==> src/rtl/cpu_types_pkg.sv <==
// cpu_types_pkg
//   Shared CPU-side types: the 32-bit word and the RAM status encoding
//   reported by the RAM model/adapter.
package cpu_types_pkg;

   typedef logic [31:0] word_t;

   typedef enum logic [1:0] {
      FREE   = 2'd0,
      BUSY   = 2'd1,
      ACCESS = 2'd2,
      ERROR  = 2'd3
   } ramstate_t;

endpackage : cpu_types_pkg

==> src/rtl/ram_port_arbiter_pkg.sv <==
// ram_port_arbiter_pkg
//   Arbiter FSM state type, default parameter values and the round-robin
//   pointer advance helper shared by the arbiter files.
package ram_port_arbiter_pkg;

   typedef enum logic {
      IDLE = 1'b0,
      OWN  = 1'b1
   } arb_state_t;

   localparam int DEF_NREQ      = 4;
   localparam int DEF_MAX_BURST = 2;
   localparam int DEF_TIMEOUT   = 64;

   // Index following idx in a ring of n entries.
   function automatic int unsigned rr_next(input int unsigned idx, input int unsigned n);
      return ((idx + 32'd1) >= n) ? 32'd0 : (idx + 32'd1);
   endfunction

endpackage : ram_port_arbiter_pkg

==> src/rtl/ram_port_arbiter_rr_pick.sv <==
// ram_port_arbiter_rr_pick (module rr_pick)
//   Combinational round-robin picker: scans req_i starting at ptr_i and
//   wrapping, returning the first active index.
//   Ports:
//     req_i   [NREQ-1:0]  active request vector
//     ptr_i   [IW-1:0]    index with highest priority this round
//     found_o             at least one request is active
//     idx_o   [IW-1:0]    selected requester
module rr_pick #(
   parameter int NREQ = 4,
   parameter int IW   = $clog2(NREQ)
) (
   input  logic [NREQ-1:0] req_i,
   input  logic [IW-1:0]   ptr_i,
   output logic            found_o,
   output logic [IW-1:0]   idx_o
);

   localparam int SW = IW + 1;

   // Priority scan from ptr_i upward, wrapping modulo NREQ.
   always_comb begin
      logic [SW-1:0] sum_v;
      logic [IW-1:0] cand_v;
      found_o = 1'b0;
      idx_o   = '0;
      sum_v   = '0;
      cand_v  = '0;
      for (int k = 0; k < NREQ; k++) begin
         sum_v  = {1'b0, ptr_i} + SW'(k);
         // ptr_i < NREQ and k < NREQ, so one subtraction is enough to wrap
         sum_v  = (sum_v >= SW'(NREQ)) ? (sum_v - SW'(NREQ)) : sum_v;
         cand_v = sum_v[IW-1:0];
         if (!found_o && req_i[cand_v]) begin
            found_o = 1'b1;
            idx_o   = cand_v;
         end else begin
            found_o = found_o;
         end
      end
   end

endmodule : rr_pick

==> src/rtl/ram_port_arbiter.sv <==
// ram_port_arbiter
//   Round-robin arbiter sharing one RAM port among NREQ word requesters.
//   A grant is taken in IDLE (one cycle of arbitration latency) and held in
//   OWN until the RAM reports ACCESS, the owner withdraws, or the watchdog
//   expires. req_lock lets the owner keep the port for up to MAX_BURST
//   consecutive words.
//   Ports:
//     CLK, RST                  clock, asynchronous active-high reset
//     req_ren/req_wen/req_lock  per-requester read/write/lock
//     req_addr/req_store        per-requester address and write data
//     req_wait                  active-low completion, per requester
//     req_load                  broadcast RAM read data
//     ramstate/ramload          RAM status and read data
//     ramREN/ramWEN/ramaddr/ramstore  RAM command, driven by the owner
//     grant_valid/grant_id      current ownership
//     timeout_err               one-cycle pulse on watchdog release
module ram_port_arbiter
   import cpu_types_pkg::*;
   import ram_port_arbiter_pkg::*;
#(
   parameter int NREQ      = DEF_NREQ,
   parameter int MAX_BURST = DEF_MAX_BURST,
   parameter int TIMEOUT   = DEF_TIMEOUT,
   parameter int IW        = $clog2(NREQ)
) (
   input  logic                 CLK,
   input  logic                 RST,
   input  logic [NREQ-1:0]      req_ren,
   input  logic [NREQ-1:0]      req_wen,
   input  logic [NREQ-1:0]      req_lock,
   input  word_t [NREQ-1:0]     req_addr,
   input  word_t [NREQ-1:0]     req_store,
   output logic [NREQ-1:0]      req_wait,
   output word_t                req_load,
   input  ramstate_t            ramstate,
   input  word_t                ramload,
   output logic                 ramREN,
   output logic                 ramWEN,
   output word_t                ramaddr,
   output word_t                ramstore,
   output logic                 grant_valid,
   output logic [IW-1:0]        grant_id,
   output logic                 timeout_err
);

   localparam int BW = $clog2(MAX_BURST) + 1;
   localparam int WW = $clog2(TIMEOUT) + 1;

   arb_state_t    state_q,     state_d;
   logic [IW-1:0] rr_ptr_q,    rr_ptr_d;
   logic [IW-1:0] grant_id_q,  grant_id_d;
   logic [BW-1:0] burst_cnt_q, burst_cnt_d;
   logic [WW-1:0] wd_cnt_q,    wd_cnt_d;

   logic [NREQ-1:0] req_any_s;
   logic            pick_found_s;
   logic [IW-1:0]   pick_idx_s;
   logic            own_ren_s, own_wen_s, own_lock_s;
   logic            active_s, access_s, wd_expire_s, lock_more_s;
   logic [IW-1:0]   ptr_after_s;

   assign req_any_s = req_ren | req_wen;

   rr_pick #(
      .NREQ (NREQ),
      .IW   (IW)
   ) u_rr_pick (
      .req_i   (req_any_s),
      .ptr_i   (rr_ptr_q),
      .found_o (pick_found_s),
      .idx_o   (pick_idx_s)
   );

   // Owner-side decode of the current grant.
   always_comb begin
      own_ren_s   = req_ren[grant_id_q];
      own_wen_s   = req_wen[grant_id_q];
      own_lock_s  = req_lock[grant_id_q];
      active_s    = (state_q == OWN) && (own_ren_s || own_wen_s);
      access_s    = active_s && (ramstate == ACCESS);
      // ERROR and every other non-ACCESS status count toward the watchdog
      wd_expire_s = active_s && (ramstate != ACCESS) && (wd_cnt_q >= WW'(TIMEOUT - 1));
      lock_more_s = own_lock_s && ((32'(burst_cnt_q) + 32'd1) < 32'(MAX_BURST));
      ptr_after_s = IW'(rr_next(32'(grant_id_q), 32'(NREQ)));
   end

   // RAM command and completion outputs, driven only by an active owner.
   always_comb begin
      ramWEN   = active_s && own_wen_s;
      ramREN   = active_s && own_ren_s && !own_wen_s;
      ramaddr  = active_s ? req_addr[grant_id_q]  : 32'h0000_0000;
      ramstore = active_s ? req_store[grant_id_q] : 32'h0000_0000;
      req_wait = {NREQ{1'b1}};
      if (access_s) begin
         req_wait[grant_id_q] = 1'b0;
      end else begin
         req_wait = {NREQ{1'b1}};
      end
      req_load    = ramload;
      grant_valid = (state_q == OWN);
      grant_id    = grant_id_q;
      timeout_err = wd_expire_s;
   end

   // Next-state logic for grant ownership, burst and watchdog counters.
   always_comb begin
      state_d     = state_q;
      rr_ptr_d    = rr_ptr_q;
      grant_id_d  = grant_id_q;
      burst_cnt_d = burst_cnt_q;
      wd_cnt_d    = wd_cnt_q;
      case (state_q)
         IDLE: begin
            burst_cnt_d = '0;
            wd_cnt_d    = '0;
            if (pick_found_s) begin
               grant_id_d = pick_idx_s;
               state_d    = OWN;
            end else begin
               state_d    = IDLE;
            end
         end
         OWN: begin
            if (!active_s || wd_expire_s || (access_s && !lock_more_s)) begin
               // withdrawal, watchdog expiry or final word of the grant
               state_d     = IDLE;
               rr_ptr_d    = ptr_after_s;
               burst_cnt_d = '0;
               wd_cnt_d    = '0;
            end else if (access_s) begin
               state_d     = OWN;
               wd_cnt_d    = '0;
               burst_cnt_d = (burst_cnt_q == '1) ? burst_cnt_q : (burst_cnt_q + BW'(1));
            end else begin
               state_d     = OWN;
               wd_cnt_d    = (wd_cnt_q == '1) ? wd_cnt_q : (wd_cnt_q + WW'(1));
            end
         end
         default: begin
            state_d     = IDLE;
            burst_cnt_d = '0;
            wd_cnt_d    = '0;
         end
      endcase
   end

   // Arbiter state registers.
   always_ff @(posedge CLK or posedge RST) begin
      if (RST) begin
         state_q     <= IDLE;
         rr_ptr_q    <= '0;
         grant_id_q  <= '0;
         burst_cnt_q <= '0;
         wd_cnt_q    <= '0;
      end else begin
         state_q     <= state_d;
         rr_ptr_q    <= rr_ptr_d;
         grant_id_q  <= grant_id_d;
         burst_cnt_q <= burst_cnt_d;
         wd_cnt_q    <= wd_cnt_d;
      end
   end

endmodule : ram_port_arbiter
==> config.mk <==
export PLATFORM = sky130hd
export DESIGN_NAME = ram_port_arbiter
export DESIGN_NICKNAME = d
export VERILOG_FILES = /design/src/rtl/cpu_types_pkg.sv /design/src/rtl/ram_port_arbiter_pkg.sv /design/src/rtl/ram_port_arbiter_rr_pick.sv /design/src/rtl/ram_port_arbiter.sv
export SDC_FILE = /design/constraint.sdc
export NUM_CORES = 1
export LEC_CHECK = 0
export CAP_MARGIN = 20
export CORE_AREA = 2 2 158 160
export DETAILED_ROUTE_END_ITERATION = 8
export DIE_AREA = 0 0 160 162
export PLACE_DENSITY = 0.59
export SYNTH_ARGS = -nofsm -noshare
export SYNTH_HDL_FRONTEND = slang
export SYNTH_HIERARCHICAL = 1
export SYNTH_SLANG_ARGS = --single-unit
==> constraint.sdc <==
create_clock -name CLK -period 4.8 [get_ports CLK]
set_input_delay 0.48 -clock CLK [delete_from_list [all_inputs] [get_ports CLK]]
set_output_delay 0.48 -clock CLK [all_outputs]
set_load 0.03 [all_outputs]
# After elaboration in Yosys (flattened, before gate mapping)
# Cells that the tools add are included.
# totals
reg_bits,14
output_inout_bits,106
elab_cells,111
# classes
addsub,11
order_cmp,13
n_eq_ne,7
muxes,47
n_bitwise,3
n_reduce_logical,25
# op_table
op,n
$bmux 32 s2,2
$mux 32,4
$mux 2,12
$mux 7,3
$lt 2x3->1 const B,5
$bmux 1 s2,7
$mux 1,14
$pmux 7 s2,1
$logic_and 1x1->1,13
$ge 3x3->1 const B,4
$add 2x1->3 const B,3
$sub 2x1->2 const B,4
$add 7x1->7 const B,1
$eq 7x7->1 const B,1
$ge 7x6->1 const B,1
$add 2x2->3 const B,2
$logic_not 1->1,6
$reduce_and 2->1,3
$eq 2x2->1 const B,2
$mux 4,1
$ne 4x4->1 const B,1
$not 4->4,1
$or 4x4->4,1
$pmux 2 s2,1
other kinds (11),13

# Logic depth before layout (Yosys ltp)
# depth
depth_word,16
depth_mapped,7
mapped_depth_nobuf,7

# Hierarchy
# Netlist, hierarchy kept.
# modules_own_cells
module,instances,cells_per_inst,area_each_um2,seq_area_each_um2
ram_port_arbiter,1,285,3145.5,350.3
rr_pick,1,15,77.6,0.0

# Worst setup path before layout
# No wires, ideal clock.
# synth_path
kind,flip-flop to output port
from,"reg grant_id_q[0], in the netlist grant_id[0]"
to,out ramaddr[18]
arrival_ps,2117
setup_slack_ps,2203
stages_incl_launch_ff,6
path_buffers,3
path_cell_list,dfrtp_1 > buf_4 > buf_2 > buf_2 > mux4_2 > and3_1
# synth_via
elab_chain_cells,5
elab_cells_between_ends,9
cone_classes,7 x mux; 2 x reduce/logical
# synth_rtl
element,line_no,source
from (decl),ram_port_arbiter.sv:51,"logic [IW-1:0] grant_id_q, grant_id_d;"
from (signal assigned),ram_port_arbiter.sv:158,grant_id_q <= grant_id_d;
$bmux 1 s2 (on tied branches),"ram_port_arbiter.sv:76, ram_port_arbiter.sv:77",
$mux 1 (on tied branches),"ram_port_arbiter.sv:76, ram_port_arbiter.sv:77",
$logic_or 1x1->1,ram_port_arbiter.sv:79,active_s = (state_q == OWN) && (own_ren_s || own_wen_s);
$logic_and 1x1->1,ram_port_arbiter.sv:79,
$mux 32 (*),ram_port_arbiter.sv:91,ramaddr = active_s ? req_addr[grant_id_q] : 32'h0000_0000;
to (decl),ram_port_arbiter.sv:39,"output word_t ramaddr,"
# Mark *: on every way between the ends. The rest lies on a longest branch, timed or not. The select of a mux whose other input is x is not followed.

# Worst setup path after layout
# layout_path
from,"reg grant_id_q[1], in the netlist grant_id[1]"
to,out req_wait[2]
# layout_via
elab_chain_cells,6
elab_cells_between_ends,14
cone_classes,2 x order compare; 7 x mux; 1 x bitwise; 4 x reduce/logical
# layout_rtl
element,line_no,source
$lt 2x3->1 (implied by the code) (tied with other cells),ram_port_arbiter.sv:95,req_wait[grant_id_q] = 1'b0;
$logic_and 1x1->1 (implied by the code) (tied with other cells),ram_port_arbiter.sv:95,
$mux 1 (implied by the code) or $logic_or 1x1->1 (tied branches),"ram_port_arbiter.sv:95, ram_port_arbiter.sv:79",
$demux 1 s2 or $logic_and 1x1->1 (tied branches),"ram_port_arbiter.sv:95, ram_port_arbiter.sv:79",
$not 4->4 (no source line) or $logic_and 1x1->1 (tied branches),-,
$mux 4 (*),ram_port_arbiter.sv:94,if (access_s) begin
to (decl),ram_port_arbiter.sv:33,"output logic [NREQ-1:0] req_wait,"
# Marks and branches as above.

==> results.md <==
* ANT cells at 0
* WL final at 16600 um
* Most common cell after layout, fill and taps aside: clkdlybuf4s50_1
* Largest stage delay, worst path at 0.74 ns
* Worst-skew pair later-pin latency at between 0.2 and 0.3 ns
* Sw frac at 48.7%
* Hold WC Path Type: flip-flop to flip-flop
* P_int at roughly 1.7 mW
* Number of distinct library cells after synthesis at 34
* # Post-CTS Setup Buffers at 0
* I/O pin cnt at slightly above 400
* DR pass1 iterations at 5
* Final period util at slightly above 70%
* Ys Warns at 6
* Gpl congestion at 0.774
* Detail Placement HPWL at around 14000 um
* Status: complete, no violations
* Initial antenna violation count at 1
* Setup Viol. Count Final at 0
* Syn Std Cell Area at ~3200 um^2
* Yosys top cell by area: mux4_2
* Main area contributors after synthesis: mux4_2 47%, and3_1 13%, dfrtp_1 11%, buf_4 7.7%, ha_1 2.7%
* Placed cells at between 900 and 1000
* Wire length per cell at around 18 um
* Reg2reg setup slack at 2.21 ns
* Fraction of layout cells with a size suffix above 1 at approximately 15%
* Max-slew violations at 0
* Crit path launch type: flip-flop
* Non-filler instance count after layout at slightly above 900
* Pwr/cell area at just under 500 nW/um^2
* DRC Markers at 0
* Kind of critical path: flip-flop to output pin
* Initial DRC count at approximately 170
* ANT nets after route at 0
* Initial Utilization at 13.4%
* Maximum fanout along the worst path at 67
* Leak at 2.58 nW
* CP endpoint kind: output pin
* Setup tns final at 0 ns
* Routed vias at 3786
* Max Freq at between 0.2 and 0.3 GHz
* Worst IR Drop VDD at ~0.47 mV
* Global-route usage over all layers at 11.9%
* Max-Cap Viols at 0
* Floorplan row count at 57
* Clock root buffer: clkbuf_16
* Vias in the first global route at between 3000 and 4000
* Critical path required time at between 4 and 5 ns
* Skew final at ~0.0033 ns
* WP data arrival at 3.01 ns
* P_sw at 1.61 mW
* Number of gates resized after CTS at 0
* CTS tree: done
* Max_slew headroom at 50.8%
* Worst hold margin at 0.570 ns
* Num CTS Buffers at 3
* Top-area cell type share of the netlist area at 46.8%
* CTS clk-pin slew, worst paths at roughly 0.05 ns
* Port Buf Inserts at around 350
* Layout fillers at approximately 2600
* Gate power share at ~86%
* Vias/cell at 4.14
* Grt total ovfl at 0
* Syn Nets at 611
* Most frequent cells in the layout: 345 x clkdlybuf4s50_1, 67 x mux4_2, 65 x and3_1
* Final hold violations at 0
* Pwr Total at ~3.3 mW
* Core ar. at approximately 24000 um^2
* First-pass GRT wire length at approximately 24000 um
* Post-synthesis instance total at 300
* Tightest Pin Transition at approximately 0.74 ns
* Unrepaired setup endpoints after global routing: no
* Post-cts hold buffer count at 0
* Clock Path Buffers at 2
* Largest net degree at the start of global routing at just under 70
* Syn avg cell area at approximately 11 um^2
* Share of the yosys chip area belonging to registers at roughly 11%
* Full die area at around 26000 um^2
* Final layout net count at between 900 and 1000
* Max H-tree Level at 1
* Horiz. Die Dim at 160 um
* Power share of the clock group at ~5.3%
* Slowest cell on crit path: dfrtp_4
* Synth-to-Final Area Change at 111%
* Sequential Power Share at approximately 8.4%
* DIE HEIGHT at 162 um
* Synth Register Bits at 14
* Final Critical Period at ~3.5 ns
* Clk sinks at 14
* Critical-path cell list: mux4_2, or2_4, nand2_2, nor2_1, nand2_1, clkdlybuf4s50_1
area by class of cell:
type,count,area [um^2],area share (%)
Tap cell,324,405,5.96
Timing Repair Buffer,349,3480,51.3
Inverter,13,48.8,0.718
Clock buffer,4,88.8,1.31
Sequential cell,14,359,5.28
Multi-Input combinational cell,211,2410,35.5
per-layer routing:
metal | wire length [um] | part of all wire (%) | track usage [%]
met5 | 12 | 0.072 | 0
met4 | 150 | 0.91 | 1.35
met3 | 1240 | 7.5 | 2.76
met2 | 8440 | 51 | 21.1
met1 | 6710 | 41 | 15.2
kinds of logic (layout without fill, tap and decap cells):
logic type      Yosys count  count (layout)  share of synthesized area, %
fa+ha+maj                 7               7                          2.72
buf+inv                  75             366                          14.3
other cells               1               1                         0.116
xor+xnor                  4               4                          1.09
compound gates           18              18                          3.49
mux                      71              71                          48.1
simple gates            110             110                          19.3
flops                    14              14                          10.9
final timing paths:
check                               start              to  depth (start not counted)
max                           grant_id[1]     req_wait[2]                          6
max in group asynchronous             RST     grant_id[0]                          2
max reg2reg                   grant_id[1]     wd_cnt_q[5]                          5
min in group asynchronous             RST     wd_cnt_q[6]                          2
min reg2reg                burst_cnt_q[1]  burst_cnt_q[1]                          2
min                        burst_cnt_q[1]  burst_cnt_q[1]                          2
cells in the mapped netlist:
library cell,count
a221o_1,1
o21ai_0,7
nor2b_1,1
o221ai_1,1
dfrtp_1,14
nand2b_1,2
or3_1,1
nand2_1,11
nand2_2,1
buf_1,1
a211oi_2,1
mux4_2,67
or2_4,1
buf_2,9
buf_6,6
and3_1,65
xor2_1,2
or2_2,4
clkbuf_1,13
nand3_1,6
o211ai_1,1
and2_1,1
inv_2,1
mux2i_1,2
a21oi_2,1
mux2_2,2
inv_1,12
xnor2_1,2
a21oi_1,6
nand4_1,3
ha_1,7
buf_4,33
nor2_1,14
conb_1,1
power groups by stage:
stage | logic (mW) | clock network (mW) | registers (mW)
after floorplan | 1.92 | 0 | 0.202
after global placement | 2.88 | 0 | 0.288
after detailed placement | 2.87 | 0 | 0.288
after CTS | 2.88 | 0.177 | 0.287
after global routing | 3.02 | 0.184 | 0.294
final | 2.85 | 0.175 | 0.278
critical path: cells and delay by family (launching register included):
| family | cells | cell delay, ns |
|---|---|---|
| multiplexers | 1 | 0.33 |
| buffers and inverters | 1 | 0.60 |
| flip-flops | 1 | 0.74 |
| AND/OR/NAND/NOR | 4 | 1.07 |
sequential cells by signal, indices dropped and copies added, names as in the netlist:
name,flops
rr_ptr_q,2
burst_cnt_q,2
grant_id,2
wd_cnt_q,7
grant_valid,1
stage by stage:
| step | setup WS, ns | utilization [%] | area [um^2] |
|---|---|---|---|
| global route | 1.05 | 28.2 | 6800 |
| finish | 1.31 | 28.2 | 6800 |
| floorplan | 2.20 | - | 3220 |
| CTS | 1.24 | 28.2 | 6800 |
| detailed placement | 1.34 | 27.8 | 6710 |
| global placement | 1.38 | 27.8 | 6710 |
(Power assumes the default switching activity.)
